## src/rtl/pipeline_stall_ctrl_if.sv

```systemverilog
// Control/status bundle between the stall sequencer and the pipeline datapath.
// The sequencer takes the slave view; the pipeline (or a bench) drives through master.
interface pipeline_stall_ctrl_if #(
  parameter int unsigned CNT_W = 16
);
  logic             hazard_in;
  logic             branch_taken;
  logic             mem_req;
  logic             mem_ready;
  logic             stat_clear;
  logic             freeze_if;
  logic             freeze_id;
  logic             flush_if_id;
  logic             hazard_out;
  logic             freeze_pipe;
  logic             mem_timeout;
  logic [CNT_W-1:0] stall_count;
  logic [1:0]       state;

  modport master (
    output hazard_in, branch_taken, mem_req, mem_ready, stat_clear,
    input  freeze_if, freeze_id, flush_if_id, hazard_out, freeze_pipe,
           mem_timeout, stall_count, state
  );

  modport slave (
    input  hazard_in, branch_taken, mem_req, mem_ready, stat_clear,
    output freeze_if, freeze_id, flush_if_id, hazard_out, freeze_pipe,
           mem_timeout, stall_count, state
  );
endinterface

```

## src/rtl/pipeline_stall_ctrl.sv

```systemverilog
// Stall/flush sequencer for the 5-stage pipeline: memory wait beats branch flush beats
// RAW hazard. Controls are combinational from registered state plus current inputs.
//
//   state    | meaning
//   RUN      | normal flow; RAW hazard bubbles ID, taken branch flushes IF/ID
//   MEM_WAIT | whole pipe frozen until mem_ready; returns to ret_state
//   FLUSH    | extra IF/ID bubbles after a taken branch, fcnt cycles left
//   (3)      | unreachable; recovers to RUN
module pipeline_stall_ctrl #(
  parameter int unsigned FLUSH_CYCLES = 1,
  parameter int unsigned MEM_TIMEOUT  = 15,
  parameter int unsigned CNT_W        = 16
) (
  input  logic                  clk,
  input  logic                  rst,
  pipeline_stall_ctrl_if.slave  bus
);

  typedef enum logic [1:0] {
    S_RUN      = 2'd0,
    S_MEM_WAIT = 2'd1,
    S_FLUSH    = 2'd2,
    S_BAD      = 2'd3
  } state_e;

  localparam int unsigned FCNT_W = $clog2(FLUSH_CYCLES + 1);
  localparam int unsigned TCNT_W = $clog2(MEM_TIMEOUT);
  localparam logic [FCNT_W-1:0] FCNT_RELOAD = FCNT_W'(FLUSH_CYCLES - 1);
  localparam logic [TCNT_W-1:0] TCNT_LAST   = TCNT_W'(MEM_TIMEOUT - 1);

  state_e             state_q, state_d;
  state_e             ret_state_q, ret_state_d;
  logic [FCNT_W-1:0]  fcnt_q, fcnt_d;
  logic [TCNT_W-1:0]  tcnt_q, tcnt_d;
  logic [CNT_W-1:0]   stall_count_q, stall_count_d;

  logic freeze_if_c, freeze_id_c, flush_c, hazard_c, freeze_pipe_c, timeout_c;
  logic mem_stall;

  assign mem_stall = bus.mem_req & ~bus.mem_ready;

  always_comb begin
    state_d       = state_q;
    ret_state_d   = ret_state_q;
    fcnt_d        = fcnt_q;
    tcnt_d        = tcnt_q;
    freeze_if_c   = 1'b0;
    freeze_id_c   = 1'b0;
    flush_c       = 1'b0;
    hazard_c      = 1'b0;
    freeze_pipe_c = 1'b0;
    timeout_c     = 1'b0;

    case (state_q)
      S_RUN: begin
        if (mem_stall) begin
          freeze_if_c   = 1'b1;
          freeze_id_c   = 1'b1;
          freeze_pipe_c = 1'b1;
          state_d       = S_MEM_WAIT;
          ret_state_d   = S_RUN;
          tcnt_d        = '0;
        end else if (bus.branch_taken) begin
          flush_c  = 1'b1;
          hazard_c = 1'b1;
          if (FLUSH_CYCLES > 1) begin
            state_d = S_FLUSH;
            fcnt_d  = FCNT_RELOAD;
          end
        end else begin
          hazard_c    = bus.hazard_in;
          freeze_if_c = bus.hazard_in;
          freeze_id_c = bus.hazard_in;
        end
      end

      // branch/hazard are ignored here: the frozen EXE stage presents them again
      S_MEM_WAIT: begin
        if (bus.mem_ready) begin
          state_d = ret_state_q;
          tcnt_d  = '0;
        end else begin
          freeze_if_c   = 1'b1;
          freeze_id_c   = 1'b1;
          freeze_pipe_c = 1'b1;
          if (tcnt_q == TCNT_LAST) begin
            timeout_c = 1'b1;
            tcnt_d    = '0;
          end else begin
            tcnt_d = tcnt_q + TCNT_W'(1);
          end
        end
      end

      S_FLUSH: begin
        if (mem_stall) begin
          freeze_if_c   = 1'b1;
          freeze_id_c   = 1'b1;
          freeze_pipe_c = 1'b1;
          state_d       = S_MEM_WAIT;
          ret_state_d   = S_FLUSH;
          tcnt_d        = '0;
        end else begin
          flush_c  = 1'b1;
          hazard_c = 1'b1;
          if (bus.branch_taken) begin
            fcnt_d = FCNT_RELOAD;
          end else begin
            fcnt_d = fcnt_q - FCNT_W'(1);
            if (fcnt_q == FCNT_W'(1)) state_d = S_RUN;
          end
        end
      end

      default: state_d = S_RUN;
    endcase
  end

  // Outputs are gated by reset so the combinational paths are also quiet in reset.
  assign bus.freeze_if   = rst & freeze_if_c;
  assign bus.freeze_id   = rst & freeze_id_c;
  assign bus.flush_if_id = rst & flush_c;
  assign bus.hazard_out  = rst & hazard_c;
  assign bus.freeze_pipe = rst & freeze_pipe_c;
  assign bus.mem_timeout = rst & timeout_c;
  assign bus.stall_count = stall_count_q;
  assign bus.state       = state_q;

  always_comb begin
    stall_count_d = stall_count_q;
    if (bus.stat_clear)
      stall_count_d = '0;
    else if ((bus.freeze_if | bus.freeze_pipe) && (stall_count_q != '1))
      stall_count_d = stall_count_q + CNT_W'(1);
  end

  always_ff @(posedge clk or negedge rst) begin
    if (!rst) begin
      state_q       <= S_RUN;
      ret_state_q   <= S_RUN;
      fcnt_q        <= '0;
      tcnt_q        <= '0;
      stall_count_q <= '0;
    end else begin
      state_q       <= state_d;
      ret_state_q   <= ret_state_d;
      fcnt_q        <= fcnt_d;
      tcnt_q        <= tcnt_d;
      stall_count_q <= stall_count_d;
    end
  end

endmodule

```

## src/flat_wrapper.sv

```systemverilog
// flat-port wrapper written by rule: the top's interface ports become plain ports
module pipeline_stall_ctrl_flat 
#(
  parameter int unsigned FLUSH_CYCLES = 1,
  parameter int unsigned MEM_TIMEOUT  = 15,
  parameter int unsigned CNT_W        = 16
)
  (clk, rst, bus_hazard_in, bus_branch_taken, bus_mem_req, bus_mem_ready, bus_stat_clear, bus_freeze_if, bus_freeze_id, bus_flush_if_id, bus_hazard_out, bus_freeze_pipe, bus_mem_timeout, bus_stall_count, bus_state);
  pipeline_stall_ctrl_if #(.CNT_W(CNT_W)) bus_i ();
  input  logic clk;
  input  logic rst;
  input wire logic [$bits(bus_i.hazard_in)-1:0] bus_hazard_in;
  input wire logic [$bits(bus_i.branch_taken)-1:0] bus_branch_taken;
  input wire logic [$bits(bus_i.mem_req)-1:0] bus_mem_req;
  input wire logic [$bits(bus_i.mem_ready)-1:0] bus_mem_ready;
  input wire logic [$bits(bus_i.stat_clear)-1:0] bus_stat_clear;
  output wire logic [$bits(bus_i.freeze_if)-1:0] bus_freeze_if;
  output wire logic [$bits(bus_i.freeze_id)-1:0] bus_freeze_id;
  output wire logic [$bits(bus_i.flush_if_id)-1:0] bus_flush_if_id;
  output wire logic [$bits(bus_i.hazard_out)-1:0] bus_hazard_out;
  output wire logic [$bits(bus_i.freeze_pipe)-1:0] bus_freeze_pipe;
  output wire logic [$bits(bus_i.mem_timeout)-1:0] bus_mem_timeout;
  output wire logic [$bits(bus_i.stall_count)-1:0] bus_stall_count;
  output wire logic [$bits(bus_i.state)-1:0] bus_state;
  assign bus_i.hazard_in = bus_hazard_in;
  assign bus_i.branch_taken = bus_branch_taken;
  assign bus_i.mem_req = bus_mem_req;
  assign bus_i.mem_ready = bus_mem_ready;
  assign bus_i.stat_clear = bus_stat_clear;
  assign bus_freeze_if = bus_i.freeze_if;
  assign bus_freeze_id = bus_i.freeze_id;
  assign bus_flush_if_id = bus_i.flush_if_id;
  assign bus_hazard_out = bus_i.hazard_out;
  assign bus_freeze_pipe = bus_i.freeze_pipe;
  assign bus_mem_timeout = bus_i.mem_timeout;
  assign bus_stall_count = bus_i.stall_count;
  assign bus_state = bus_i.state;
  pipeline_stall_ctrl #(.FLUSH_CYCLES(FLUSH_CYCLES), .MEM_TIMEOUT(MEM_TIMEOUT), .CNT_W(CNT_W)) u_core (.clk(clk), .rst(rst), .bus(bus_i));
endmodule
```

## config.mk

```make
export PLATFORM = sky130hd
export DESIGN_NAME = pipeline_stall_ctrl_flat
export DESIGN_NICKNAME = d
export VERILOG_FILES = /design/src/rtl/pipeline_stall_ctrl_if.sv /design/src/rtl/pipeline_stall_ctrl.sv /design/src/flat_wrapper.sv
export SDC_FILE = /design/constraint.sdc
export NUM_CORES = 1
export LEC_CHECK = 0
export ABC_AREA = 1
export CAP_MARGIN = 30
export CORE_ASPECT_RATIO = 1.2
export CORE_MARGIN = 5
export CORE_UTILIZATION = 39
export DETAILED_ROUTE_END_ITERATION = 12
export GPL_TIMING_DRIVEN = 0
export PLACE_DENSITY = 0.59
export SETUP_SLACK_MARGIN = 0.2
export SLEW_MARGIN = 10
export SYNTH_ARGS = -nofsm -noshare
export SYNTH_HDL_FRONTEND = slang
export SYNTH_SLANG_ARGS = --single-unit
```

## constraint.sdc

```tcl
create_clock -name clk -period 1.9 [get_ports clk]
set_clock_uncertainty 0.15 [all_clocks]
set_input_delay 0.38 -clock clk [delete_from_list [all_inputs] [get_ports clk]]
set_output_delay 0.38 -clock clk [all_outputs]
set_load 0.02 [all_outputs]
```

==> flow_metrics.env <==
export IMPL_status="complete, but fails checks"
export IMPL_violations="negative setup slack"
export IMPL_ys_warn_count=0
export IMPL_ys_ff_latch=24
export IMPL_ff2ff_path_depth=9
export IMPL_use_met3_pct=2.10
export IMPL_port_buffers=30
export IMPL_cap_violations=0
export IMPL_drive_gt1_share_pct=29.4
export IMPL_synth_top_cell_area_share_pct=36.4
export IMPL_clk_pin_slew_ns=0.09
export IMPL_row_count=26
export IMPL_dieArea_mm2=0.00564
export IMPL_die_w_um=69.4
export IMPL_antenna_cells=0
export IMPL_total_power_uw=1360
export IMPL_clock_fmax_mhz=509
export IMPL_finalSetupViolCount=2
export IMPL_hold_depth=2
export IMPL_vias_per_cell=4.86
export IMPL_reg2reg_slack_ns=0.07
export IMPL_ys_types=30
export IMPL_fin_ws_ns=-0.0630
export IMPL_crit_type="flip-flop to primary output"
export IMPL_firstDrtPassIters=4
export IMPL_cts_buffer_depth=2
export IMPL_worstPathRequired_ns=1.37
export IMPL_ir_worst_vdd_v=0.000357
export IMPL_route_vias_total=1661
export IMPL_grt_overflow=0
export IMPL_hold_path_class="flip-flop to flip-flop"
export IMPL_synth_top_area_cell="dfrtp_1"
export IMPL_drc=0
export IMPL_io_pin_count=31
export IMPL_slew_headroom_pct=63.0
export IMPL_cts_root_buf="clkbuf_8"
export IMPL_final_net_count=297
export IMPL_grt_busiest_layer="met2"
export IMPL_wl_um=4420
export IMPL_core_area_mm2=0.00420
export IMPL_cp_end_kind="primary output"
export IMPL_syn_inst=232
export IMPL_grt_max_degree=25
export IMPL_holdCritStartpoint="u_core.ret_state_q[1]$_DFFE_PN0P_"
export IMPL_leakagePower_uw=0.00121
export IMPL_die_y_um=81.3
export IMPL_critPathLaunchType="flip-flop"
export IMPL_grtUsageMet2_pct=29.8
export IMPL_crit_path_frequent_cell="buf_6"
export IMPL_slew_viol_final=0
export IMPL_rsz0062_at_grt="true"
export IMPL_nFillCells=414
export IMPL_wl_per_cell_um=12.9
export IMPL_cp_arrival_ns=1.43
export IMPL_drt_iter0_markers=64
export IMPL_antenna_found_initial=0
export IMPL_powerDensity_mw_per_mm2=572
export IMPL_fin_crit_sh_pct=103
export IMPL_avgSynthCellArea_um2=7.12
export IMPL_place_congestion=0.781
export IMPL_grt_use_total_pct=16.0
export IMPL_area_growth_syn_to_layout_pct=44.3
export IMPL_grt_pass1_wl_um=7190
export IMPL_slowest_delay_ns=0.42
export IMPL_min_to="u_core.ret_state_q[1]$_DFFE_PN0P_"
export IMPL_ant_nets=0
export IMPL_cp_cell_sequence="buf_8 -> nand3b_4 -> nand3_4 -> nand2_4 -> inv_4 -> buf_6 -> buf_6"
export IMPL_synthTopCellsByArea="dfrtp_1 36%, nand2_1 16%, nand3_1 9.1%"
export IMPL_tritoncts="yes"
export IMPL_met1_usage_pct=18.7
export IMPL_yosysSeqAreaShare_pct=36.4
export IMPL_rr_endpoint="u_core.bus.stall_count[14]$_DFFE_PN0P_"
export IMPL_crit_path_top_delay_cell="dfrtp_2"
export IMPL_post_place_ws_ns=-0.840
export IMPL_start_util_pct=39.4
export IMPL_hpwl_um=2950
export IMPL_clkLatencyLatePin_ns=0.27
export IMPL_syn_nets=242
export IMPL_h_tree_depth=1
export IMPL_tightest_slew_ns=0.555
export IMPL_crit_fanout=7
export IMPL_cts_made_buffers=3
export IMPL_grt_pass1_vias=1578
export IMPL_clock_sinks=24
export IMPL_syn_area_mm2=0.00165
export IMPL_final_hold_viol_count=0
export IMPL_r2r_start="u_core.bus.state[0]$_DFFE_PN0P_"
export IMPL_fin_crit_ns=1.96
Yosys cell counts:
master     number
nand2_1        72
nand3_1        30
nor2_1         29
dfrtp_1        24
inv_1          23
a21oi_1         7
xor2_1          7
nand3_2         5
nand4_1         4
ha_1            3
o21ai_0         3
a2111oi_0       2
buf_2           2
nand2_4         2
nor2_2          2
nor2_4          2
o21bai_1        2
a21o_1          1
buf_4           1
buf_8           1
clkbuf_1        1
clkbuf_4        1
clkinv_2        1
inv_2           1
nand2_2         1
nand3_4         1
nand3b_4        1
nor3_1          1
o22ai_1         1
or2_2           1
layout by cell type (no fill, tap or decap), types with 4 or more instances in the layout:
master,instances
inv_1,17
nand3_1,21
nor2_2,4
buf_6,4
dlygate4sd2_1,19
nand4_1,4
nand3_2,12
xor2_1,7
inv_2,5
a21oi_1,7
nand2_1,68
nand2_2,4
dfrtp_1,17
dfrtp_2,7
nor2_1,26
buf_4,18
power breakdown:
part,internal [uW],switching (uW)
combinational,206,233
sequential,557,39.0
clock,150,179
total,914,450
routing by layer:
layer / share of wire, % / wire length (um)
met5: 0 / 0
met2: 51 / 2250
met1: 43 / 1900
met4: 1.8 / 78
met3: 4.3 / 188
what timing repair did:
item	in CTS	in global routing
buffers inserted	16	1
hold buffers	2	0
pin swaps	4	7
setup endpoints to repair	40	24
gates cloned	0	1
gates resized for setup	69	21
endpoints found under the hold margin	24	0
flip-flops by register name (all words and copies together), names as in the netlist:
register                cells
u_core.bus.state            2
u_core.ret_state_q          1
u_core.bus.stall_count     16
u_core.tcnt_q               4
u_core.fcnt_q               1
worst max-delay path: cells and delay by family (launching register included):
| family | cells | cell delay [ns] |
|---|---|---|
| buffers and inverters | 4 | 0.37 |
| flip-flops | 1 | 0.42 |
| AND/OR/NAND/NOR | 3 | 0.36 |
how the worst max path moves through the flow:
stage                               startpoint               to  slack, ns
2_1_floorplan  u_core.bus.state[0]$_DFFE_PN0P_  bus_flush_if_id       0.17
3_3_place_gp                               rst  bus_flush_if_id      -1.85
3_5_place_dp                               rst   bus_hazard_out      -0.84
4_1_cts        u_core.bus.state[0]$_DFFE_PN0P_    bus_freeze_if      -0.06
5_1_grt        u_core.bus.state[0]$_DFFE_PN0P_    bus_freeze_if      -0.13
6_report       u_core.bus.state[0]$_DFFE_PN0P_    bus_freeze_if      -0.06
layout make-up:
class	count	area, um^2	share of cell area [%]
plain buffers	6	57.6	2.41
inverters	25	100	4.20
clock buffers	4	45.0	1.89
well taps	56	70.1	2.94
flip-flops and latches	24	609	25.6
multi-input cells	177	1040	43.7
repair buffers	50	460	19.3
through the flow:
step	utilization (%)	cells	hold slack, ns	instance area [um^2]	TNS, ns
2_1_floorplan	-	232	-0.0656	1710	0
3_3_place_gp	49.5	318	0.323	2080	-31.27
3_5_place_dp	49.4	318	0.310	2070	-6.82
4_1_cts	54.3	340	0.347	2280	-0.124
5_1_grt	56.8	342	0.393	2380	-0.455
6_report	56.8	342	0.352	2380	-0.0996
logic make-up after synthesis:
logic type	Yosys count	synth area share, %
flops	24	36.4
fa+ha+maj	3	2.27
xor+xnor	7	3.71
buf+inv	31	8.41
simple gates	151	43.4
compound gates	16	5.83
Power figures use the tool's default switching activity.
